--- src/rtl/xy_eval_arbiter.sv ---
// Round-robin arbiter in front of a shared z = x | ~y evaluator pipeline.
// Results are tagged with the requester index and queued in a credit-protected response FIFO.
module xy_eval_arbiter #(
  parameter int NREQ      = 4,
  parameter int LAT       = 2,
  parameter int RSP_DEPTH = 4
) (
  input  logic                    clk,
  input  logic                    reset,
  input  logic [NREQ-1:0]         req_valid,
  input  logic [NREQ-1:0]         req_x,
  input  logic [NREQ-1:0]         req_y,
  output logic [NREQ-1:0]         req_ready,
  output logic                    rsp_valid,
  output logic                    rsp_z,
  output logic [$clog2(NREQ)-1:0] rsp_id,
  input  logic                    rsp_ready,
  output logic                    busy,
  output logic [15:0]             grant_count
);

  localparam int IDW = $clog2(NREQ);
  localparam int PW  = $clog2(RSP_DEPTH);
  localparam int CW  = PW + 1;

  logic [IDW-1:0] rr_ptr;
  logic [LAT-1:0] stage_valid;
  logic [LAT-1:0] stage_z;
  logic [IDW-1:0] stage_id [LAT];

  logic           mem_z  [RSP_DEPTH];
  logic [IDW-1:0] mem_id [RSP_DEPTH];
  logic [PW-1:0]  wr_ptr;
  logic [PW-1:0]  rd_ptr;
  logic [CW-1:0]  fifo_count;
  logic           hold_z;
  logic [IDW-1:0] hold_id;

  logic [CW-1:0]  inflight;
  logic           credit_ok;
  logic           grant;
  logic [IDW-1:0] grant_idx;
  logic           push;
  logic           pop;

  always_comb begin
    inflight = '0;
    for (int i = 0; i < LAT; i++) inflight = inflight + CW'(stage_valid[i]);
  end

  // Same-cycle pop is deliberately ignored so the FIFO can never overflow.
  assign credit_ok = ({1'b0, fifo_count} + {1'b0, inflight}) < (CW+1)'(RSP_DEPTH);

  // Scan from farthest to nearest so the nearest valid requester after rr_ptr wins.
  always_comb begin
    logic [IDW-1:0] cand;
    grant     = 1'b0;
    grant_idx = '0;
    cand      = '0;
    req_ready = '0;
    if (credit_ok) begin
      for (int k = NREQ; k >= 1; k--) begin
        cand = IDW'((int'(rr_ptr) + k) % NREQ);
        if (req_valid[cand]) begin
          grant     = 1'b1;
          grant_idx = cand;
        end
      end
    end
    if (grant) req_ready[grant_idx] = 1'b1;
  end

  assign push      = stage_valid[LAT-1];
  assign rsp_valid = (fifo_count != '0);
  assign pop       = rsp_valid & rsp_ready;
  assign busy      = (|stage_valid) | rsp_valid;
  assign rsp_z     = rsp_valid ? mem_z[rd_ptr]  : hold_z;
  assign rsp_id    = rsp_valid ? mem_id[rd_ptr] : hold_id;

  always_ff @(posedge clk) begin
    if (reset) begin
      rr_ptr      <= IDW'(NREQ - 1);
      stage_valid <= '0;
      wr_ptr      <= '0;
      rd_ptr      <= '0;
      fifo_count  <= '0;
      hold_z      <= 1'b0;
      hold_id     <= '0;
      grant_count <= '0;
    end else begin
      stage_valid[0] <= grant;
      for (int i = 1; i < LAT; i++) stage_valid[i] <= stage_valid[i-1];
      if (grant) begin
        rr_ptr      <= grant_idx;
        grant_count <= grant_count + 16'd1;
      end
      if (push) wr_ptr <= wr_ptr + 1'b1;
      if (pop) begin
        rd_ptr  <= rd_ptr + 1'b1;
        hold_z  <= mem_z[rd_ptr];
        hold_id <= mem_id[rd_ptr];
      end
      if (push && !pop)      fifo_count <= fifo_count + 1'b1;
      else if (!push && pop) fifo_count <= fifo_count - 1'b1;
    end
  end

  // Data path carries no reset; validity is tracked by stage_valid and fifo_count.
  always_ff @(posedge clk) begin
    stage_z[0]  <= req_x[grant_idx] | ~req_y[grant_idx];
    stage_id[0] <= grant_idx;
    for (int i = 1; i < LAT; i++) begin
      stage_z[i]  <= stage_z[i-1];
      stage_id[i] <= stage_id[i-1];
    end
    if (push) begin
      mem_z[wr_ptr]  <= stage_z[LAT-1];
      mem_id[wr_ptr] <= stage_id[LAT-1];
    end
  end

endmodule

--- config.mk ---
export PLATFORM = sky130hd
export DESIGN_NAME = xy_eval_arbiter
export DESIGN_NICKNAME = d
export VERILOG_FILES = /design/src/rtl/xy_eval_arbiter.sv
export SDC_FILE = /design/constraint.sdc
export NUM_CORES = 1
export LEC_CHECK = 0
export ABC_AREA = 0
export BUFFER_PORTS_ARGS = -buffer_cell sky130_fd_sc_hd__clkbuf_2
export CAP_MARGIN = 20
export CORE_MARGIN = 4
export CORE_UTILIZATION = 50
export CTS_CLUSTER_SIZE = 25
export DETAILED_ROUTE_END_ITERATION = 8
export GPL_ROUTABILITY_DRIVEN = 0
export PLACE_DENSITY = 0.73
export SLEW_MARGIN = 20
export SYNTH_ARGS = -nofsm -noshare
export SYNTH_HDL_FRONTEND = slang
export SYNTH_SLANG_ARGS = --single-unit
--- constraint.sdc ---
create_clock -name clk -period 2.7 [get_ports clk]
set_input_delay 0.135 -clock clk [delete_from_list [all_inputs] [get_ports clk]]
set_output_delay 0.135 -clock clk [all_outputs]
set_load 0.005 [all_outputs]
After elaboration in Yosys (flattened, before gate mapping)
Memories as Yosys holds them, arrays and structs flattened. A register that Yosys moved wholly into a read port is not among the register bits. Index checks and enable logic that the tools add are counted.

Word-level logic and storage cells: 77. Output and inout bits: 25. Memories kept: 3. Bits in writable memories: 16. Input bits: 15. Bits in registers: 32.

Memories: mem_id (words 4, width 2, rd ports 1, clocked after memory_dff 1, wr ports 1, RTL line 32) `logic [IDW-1:0] mem_id [RSP_DEPTH];`; mem_z (words 4, width 1, rd ports 1, clocked after memory_dff 1, wr ports 1, RTL line 31) `logic mem_z [RSP_DEPTH];`; stage_id (words 2, width 2, rd ports 2, clocked after memory_dff 0, wr ports 2, RTL line 29) `logic [IDW-1:0] stage_id [LAT];`.

Multiplexer cells: 35. $lt $le $gt $ge: 7. Reductions and logical operators: 8. Add/sub/neg operators: 11. Bitwise operators: 4.

Operator list (number): two-way mux 2 bit (10); adder 16 x 1 -> 16 bit, second input constant (1); < comparator 2 x 3 -> 1 bit, second input constant (5); two-way mux 1 bit (15); binary-select mux 1 bit (select 2 bit) (6); adder 2 x 1 -> 2 bit, second input constant (4); two-way mux 3 bit (2); adder 2 bit, second input constant (2); adder 3 x 2 -> 4 bit (1); < comparator 4 x 3 -> 1 bit, second input constant (1); two-way mux 4 bit (1); adder 3 x 1 -> 3 bit, second input constant (1); logical AND 1 bit (3); nonzero test 3 bit (1); subtractor 3 x 1 -> 3 bit, second input constant (1); adder 1 x 1 -> 2 bit (1); demux 1 bit (select 2 bit) (1); greater-or-equal comparator 2 x 1 -> 1 bit, second input constant (1); zero test 1 bit (2); bitwise OR 1 bit (2); nonzero test 2 bit (1); OR reduction 2 bit (1); bitwise AND 1 bit (1); inverter 1 bit (1).

Depth between registers and ports, before layout
Gate-level depths: netlist of run 1.

Depth in word-level cells: 13. Depth in mapped cells: 9. Depth with buffers taken out: 8.

Least setup slack after synthesis of run 1
No wires, ideal clock.

Kind: reg2reg. From: register fifo_count[0]. To: register fifo_count[2]. Path buffers: 1. Library setup time: 71 ps. Period minus slack after synthesis: 2251 ps. Stages on the path, launching flop included: 10. Data arrival time: 2181 ps. Path slack: 449 ps. Data required time: 2629 ps. Cell sequence: dfxtp_1 or3_1 buf_2 nand2_1 ha_1 inv_1 fa_1 xor2_1 or3_1 a21oi_1.

Cells in the longest elaborated chain, start to end: 5. Elaborated cells on any way between the ends: 10. Classes of those cells: 2 x add/sub; 2 x mux; 1 x bitwise; 5 x reduce/logical.

RTL lines: start, declared (RTL line 35) `logic [CW-1:0] fifo_count;`; start signal, assigned (RTL line 103) `if (push && !pop) fifo_count <= fifo_count + 1'b1;`; start signal, assigned (RTL line 104) `else if (!push && pop) fifo_count <= fifo_count - 1'b1;`; nonzero test 3 bit * (RTL line 74) `assign rsp_valid = (fifo_count != '0);`; net rsp_valid (RTL line 14) `output logic rsp_valid,`; bitwise AND 1 bit * (RTL line 75) `assign pop = rsp_valid & rsp_ready;`; zero test 1 bit (RTL line 103); logical AND 1 bit (RTL line 103); two-way mux 3 bit or nonzero test 2 bit (tied branches).

Mark *: on every way through the listed nets, which the timed path passes. The rest lies on a longest branch. The select of a mux whose other input is x is not followed. A chain may end at the register's enable or synchronous reset.

Worst setup path after layout of run 1
From: register fifo_count[0]. To: output port req_ready[0].

Cells in the longest elaborated chain, start to end: 8. Elaborated cells on any way between the ends: 10. Classes of those cells: 1 x add/sub; 3 x order compare; 5 x mux; 1 x reduce/logical.

RTL lines: adder 3 x 2 -> 4 bit * (RTL line 52) `assign credit_ok = ({1'b0, fifo_count} + {1'b0, inflight}) < (CW+1)'(RSP_DEPTH);`; < comparator 4 x 3 -> 1 bit * (RTL line 52); two-way mux 2 bit * (RTL line 61) `if (credit_ok) begin`; net grant_idx[1] (RTL line 42) `logic [IDW-1:0] grant_idx;`; < comparator 2 x 3 -> 1 bit (not written as such) or greater-or-equal comparator 2 x 1 -> 1 bit (tied branches) (RTL line 70) `if (grant) req_ready[grant_idx] = 1'b1;`; logical AND 1 bit (not written as such) (RTL line 70); two-way mux 1 bit (not written as such) (RTL line 70); demux 1 bit (select 2 bit) * (RTL line 70); two-way mux 4 bit * (RTL line 70); end, declared (RTL line 13) `output logic [NREQ-1:0] req_ready,`.

Mark *: on every way through the listed nets, which the timed path passes. The rest lies on a longest branch.

==> results of run 1 <==
through the flow:
step                      cells  instance area, µm²  hold slack (ns)  setup slack, ns  total power [mW]
after floorplan             209                2220            0.207            0.449              1.55
after global placement      292                2440            0.312            0.512              1.75
after detailed placement    292                2440            0.312            0.453              1.77
after CTS                   300                2530            0.117            0.377              2.21
after global routing        300                2530            0.148            0.255              2.35
final                       300                2530            0.122            0.398              2.18
where the power goes:
| part | leakage [nW] | internal, mW | switching, mW | total, mW |
|---|---|---|---|---|
| Clock | 0.0491 | 0.188 | 0.251 | 0.439 |
| Sequential | 0.421 | 0.935 | 0.117 | 1.05 |
| Combinational | 0.566 | 0.332 | 0.359 | 0.691 |
final timing paths:
path / endpoint / start / cells past startpoint
hold / removal: hold_id[0]$_SDFFE_PP0P_ / rsp_ready / 3
setup reg to reg: fifo_count[2]$_SDFFE_PP0P_ / fifo_count[0]$_SDFFE_PP0P_ / 8
setup / recovery: req_ready[0] / fifo_count[0]$_SDFFE_PP0P_ / 7
hold reg to reg: stage_id[0][3]$_DFF_P_ / stage_id[0][1]$_DFF_P_ / 0
synthesized netlist by cell type:
cell	count	area share
a21boi_0	1	0.0034
a21oi_1	10	0.023
a21oi_4	1	0.0073
a31o_2	1	0.0040
and2_1	5	0.014
and3_1	2	0.0056
and4_1	2	0.0079
buf_2	1	0.0023
buf_4	2	0.0068
buf_6	1	0.0051
clkbuf_1	3	0.0051
dfxtp_1	38	0.34
edfxtp_1	12	0.16
fa_1	1	0.0090
ha_1	7	0.040
inv_1	9	0.015
mux2_2	3	0.015
mux2i_1	4	0.018
mux4_2	3	0.030
nand2_1	15	0.025
nand2b_1	5	0.014
nand3_1	10	0.023
nand3b_1	1	0.0034
nand4_1	3	0.0085
nor2_1	26	0.044
nor2b_1	1	0.0028
nor3_1	5	0.011
nor4_2	2	0.011
o2111a_4	1	0.0090
o2111ai_4	1	0.012
o21a_1	2	0.0068
o21ai_0	3	0.0068
o21ai_1	1	0.0023
o221ai_1	1	0.0040
o22a_1	1	0.0040
o22ai_1	1	0.0028
or3_1	4	0.011
or4_4	1	0.0051
xnor2_1	7	0.028
xor2_1	12	0.047
sequential cells by signal, indices dropped and copies added (netlist names), named ones only:
name,cells
rr_ptr,2
fifo_count,3
hold_id,2
stage_z,2
mem_z,4
hold_z,1
wr_ptr,2
mem_id,8
rd_ptr,2
stage_id,4
stage_valid,2
grant_count,16
final cells by class:
| class | count | area [µm²] |
|---|---|---|
| fillers | 354 | 1610 |
| flip-flops and latches | 50 | 1120 |
| multi-input cells | 143 | 1020 |
| repair buffers | 40 | 203 |
| clock buffers | 5 | 68.8 |
| well taps | 50 | 62.6 |
| inverters | 9 | 33.8 |
| clock inverters | 3 | 23.8 |
logic make-up (layout without fill, tap and decap cells):
| group | after synthesis | in the layout | synth area share |
|---|---|---|---|
| xor+xnor | 19 | 19 | 0.0751 |
| mux | 10 | 10 | 0.0638 |
| simple gates | 82 | 82 | 0.187 |
| flops | 50 | 50 | 0.506 |
| compound gates | 24 | 24 | 0.0847 |
| fa+ha+maj | 8 | 8 | 0.0486 |
| buf+inv | 16 | 57 | 0.0344 |
worst max-delay path, cell delays in order, from the launching register on:
cell and delay, ns:
dfxtp_1 0.43, ha_1 0.29, a21oi_4 0.21, o21a_1 0.28, o221ai_1 0.30, inv_1 0.17
nor3_1 0.06, clkbuf_2 0.12
per-layer routing:
| layer | vias to the layer above | global-route usage | share of wire |
|---|---|---|---|
| li1 | 803 | - | - |
| met1 | 703 | 0.183 | 0.47 |
| met2 | 38 | 0.233 | 0.46 |
| met4 | 0 | 0.0711 | 0.021 |
| met5 | - | 0 | 0 |
| met3 | 7 | 0.0405 | 0.053 |
==> results.toml, run 1 <==
[clocking]
cts_tree = "yes"
numCtsBuffers = 5
post_cts_buffers = 0
hold_buffers = 0
clock_latency_ns = 0.30
clockBufferDepth = 2
h-tree-depth = 2
clkSlewWorstSetupHoldPaths_ns = 0.09
cts_resized = 0
cts.sinks = 50
root_buffer = "clkbuf_8"

[job]
max_cap_viol_count = 0

[status]
status = "completed"

[place]
hpwl_um = 2720
numPortBuffers = 39

[die]
fp.coreArea_mm2 = 0.00414
die_y_um = 74.6
dieArea_mm2 = 0.00556
ioPinCount = 40
fp.dieW_um = 74.6
rows = 23
start_util = 0.535

[setup_path]
path_max_fanout = 7
crit_type = "reg -> out"
start_kind = "register"
critical_path_required_ns = 2.57
crit_arrival_ns = 2.17
r2r_slack_ns = 0.42
worstSetupEndpointType = "primary output"

[finish]
insertedDiodeCount = 0
mostFrequentLayoutCell = "clkbuf_2"
final_cell_mix = "39 x clkbuf_2, 38 x dfxtp_1, 26 x nor2_1, 15 x nand2_1"
drive_gt1_frac = 0.244
utilization = 0.611
nNetsFinal = 272
syn2layout_area_growth_pct = 14.2

[logic_synthesis]
ys_ff_latch = 50
ys_seq_area_frac = 0.506
synthCells = 209
syn_avg_cell_area_um2 = 10.6
netlist_area_mm2 = 0.00222
ys_types = 40
yosysWarnings = 0
postSynthNetCount = 232

[timing]
worstMarginPinSlew_ns = 0.621
slew_headroom = 0.586
fin_crit_sh = 0.853
fmax_mhz = 434
rsz0062_at_grt = "no"
setup_viol = 0
finalCriticalPeriod_ns = 2.30
setup-tns-final_ns = 0
final_hold_viol_count = 0
slew_violations = 0
skew_ns = 0.00562

[pwr]
ir_drop_mv = 0.346
leakage_nw = 1.04
power.density_mw_per_mm2 = 862

[route]
viasPerCell = 5.17
dr.pass1.iters = 4
wl_per_cell_um = 12.3
vias = 1551
drcViolationCount = 0
drt-initial-drc-count = 60
postRouteWirelength_um = 3680
antenna_left = 0

[min_path]
hold_path.class = "in -> reg"

[grt]
grt_usage = 0.146
grt_pass1_wl_um = 6150
grt_overflow = 0
antenna_found_initial = 0
grt_max_degree = 32
grt_pass1_vias = 1403
(Power assumes the default switching activity.)
==> run 2: changes to the inputs <==
==> constraint.sdc (replaced) <==
create_clock -name clk -period 2.8 [get_ports clk]
set_input_delay 0.14 -clock clk [delete_from_list [all_inputs] [get_ports clk]]
set_output_delay 0.14 -clock clk [all_outputs]
set_load 0.005 [all_outputs]
==> run 2 against run 1 <==
Critical path depth increased by 1. Combinational power is 3.9% lower. Final cell count did not move. Global-route usage shrank 0.46 points. Final area is 0.54% higher. Critical endpoint is now fifo_count[2]$_SDFFE_PP0P_. Total power shrank 0.64%. First-iteration DRC count down 5.0%. Via count decreased by 0.52%. Highest routed layer unchanged. Largest power group unchanged. Register-to-register slack gained 0.07 ns.
==> results.toml, run 2 (synthesis gave the netlist of run 1 again) <==
[timing]
slew_violations = 0
slew_headroom = 0.577
final_hold_viol_count = 0
setup_viol = 0
rsz0062_at_grt = "no"
fmax_mhz = 433
worst_slack_ns = 0.489
fin_crit_sh = 0.825
setup-tns-final_ns = 0
worstMarginPinSlew_ns = 0.635
skew_ns = 0.00819
finalCriticalPeriod_ns = 2.31

[place]
hpwl_um = 2650
dp_slack_ns = 0.532
numPortBuffers = 39
placedInstanceArea_mm2 = 0.00244
placed_cells = 292

[die]
die_y_um = 74.6
start_util = 0.535
ioPinCount = 40
dieArea_mm2 = 0.00556
fp.dieW_um = 74.6
rows = 23
fp.coreArea_mm2 = 0.00414

[status]
status = "completed"

[route]
postRouteWirelength_um = 3660
drt-initial-drc-count = 57
drcViolationCount = 0
wl_per_cell_um = 12.2
vias = 1543
viasPerCell = 5.14
antenna_left = 0
dr.pass1.iters = 4

[setup_path]
crit_arrival_ns = 2.54
path_max_fanout = 5
critical_path_required_ns = 3.03
worstSetupEndpointType = "register"
crit_type = "reg -> reg"
start_kind = "register"
r2r-start = "fifo_count[0]$_SDFFE_PP0P_"
r2r_slack_ns = 0.49
worstRegToRegCells = 8
reg2reg_to = "fifo_count[2]$_SDFFE_PP0P_"

[finish]
insertedDiodeCount = 0
regMostFlops = "grant_count"
syn2layout_area_growth_pct = 14.9
stdcell_area_mm2 = 0.00254
reg_top3 = "grant_count x16, mem_id x8"
drive_gt1_frac = 0.236
mostFrequentLayoutCell = "clkbuf_2"
fin_cells = 300
nNetsFinal = 272
largest_reg_flops = 16
final_cell_mix = "39 x clkbuf_2, 38 x dfxtp_1, 26 x nor2_1, 15 x nand2_1"

[grt]
grt_pass1_vias = 1393
antenna_found_initial = 0
grt_pass1_wl_um = 5950
grt_usage = 0.142
grt_max_degree = 32
grt_overflow = 0

[clocking]
post_cts_buffers = 0
clkSlewWorstSetupHoldPaths_ns = 0.09
cts_tree = "yes"
cts_resized = 0
clock_latency_ns = 0.30
cts.sinks = 50
h-tree-depth = 2
clockBufferDepth = 2
root_buffer = "clkbuf_8"
numCtsBuffers = 5
hold_buffers = 0

[pwr]
leakage_nw = 1.04
power.density_mw_per_mm2 = 852
ir_drop_mv = 0.370

[min_path]
worstHoldStart = "rsp_ready"
hold_path.class = "in -> reg"
worstHoldPathCells = 3
hold_end = "hold_id[1]$_SDFFE_PP0P_"

[job]
max_cap_viol_count = 0
## run 2: cell types whose count changed in the layout (fill, tap and decap cells not counted), sizes merged
cell and change:
bufinv +1, clkbuf +1, inv -2
## run 2: routing by layer
metal / wire [µm] / track usage
met5: 0 / 0
met4: 63 / 0.0593
met3: 245 / 0.0486
met2: 1650 / 0.231
met1: 1700 / 0.171
## run 2: per-stage QoR
stage / hold slack, ns / utilization / total power, mW
after floorplan: 0.212 / - / 1.50
after global placement: 0.312 / 0.588 / 1.69
after detailed placement: 0.312 / 0.588 / 1.70
after CTS: 0.127 / 0.614 / 2.19
after global routing: 0.133 / 0.614 / 2.32
final: 0.122 / 0.614 / 2.17
## run 2: worst max-delay path by stage
| stage | end | cells after the start | from | slack (ns) |
|---|---|---|---|---|
| 2_1_floorplan | fifo_count[2]$_SDFFE_PP0P_ | 9 | fifo_count[0]$_SDFFE_PP0P_ | 0.55 |
| 3_3_place_gp | fifo_count[2]$_SDFFE_PP0P_ | 8 | fifo_count[0]$_SDFFE_PP0P_ | 0.61 |
| 3_5_place_dp | fifo_count[2]$_SDFFE_PP0P_ | 8 | fifo_count[0]$_SDFFE_PP0P_ | 0.53 |
| 4_1_cts | fifo_count[2]$_SDFFE_PP0P_ | 8 | fifo_count[0]$_SDFFE_PP0P_ | 0.49 |
| 5_1_grt | fifo_count[2]$_SDFFE_PP0P_ | 8 | fifo_count[0]$_SDFFE_PP0P_ | 0.33 |
| 6_report | fifo_count[2]$_SDFFE_PP0P_ | 8 | fifo_count[0]$_SDFFE_PP0P_ | 0.49 |
## run 2: area by class of cell
| cell class | count | area [µm²] |
|---|---|---|
| clock buffer | 6 | 72.6 |
| multi-input combinational | 143 | 1020 |
| tap | 50 | 62.6 |
| fill | 375 | 1600 |
| clock inverter | 2 | 33.8 |
| sequential | 50 | 1120 |
| inverter | 9 | 33.8 |
| timing repair buffer | 40 | 203 |
## run 2: power by group
group          leakage [nW]  switching (mW)  internal [mW]  total [mW]
sequential            0.421           0.114          0.902        1.02
combinational         0.566           0.345          0.319       0.664
clock                0.0528           0.224          0.264       0.488
total                  1.04           0.683           1.48        2.17
## run 2: worst max-delay path, cell delays in order (launching register included)
cell and delay (ns):
dfxtp_1 0.36, or3_1 0.41, nand2_1 0.20, ha_1 0.23, inv_1 0.06, fa_1 0.37, xor2_1 0.15, or3_1 0.30
a21oi_1 0.15
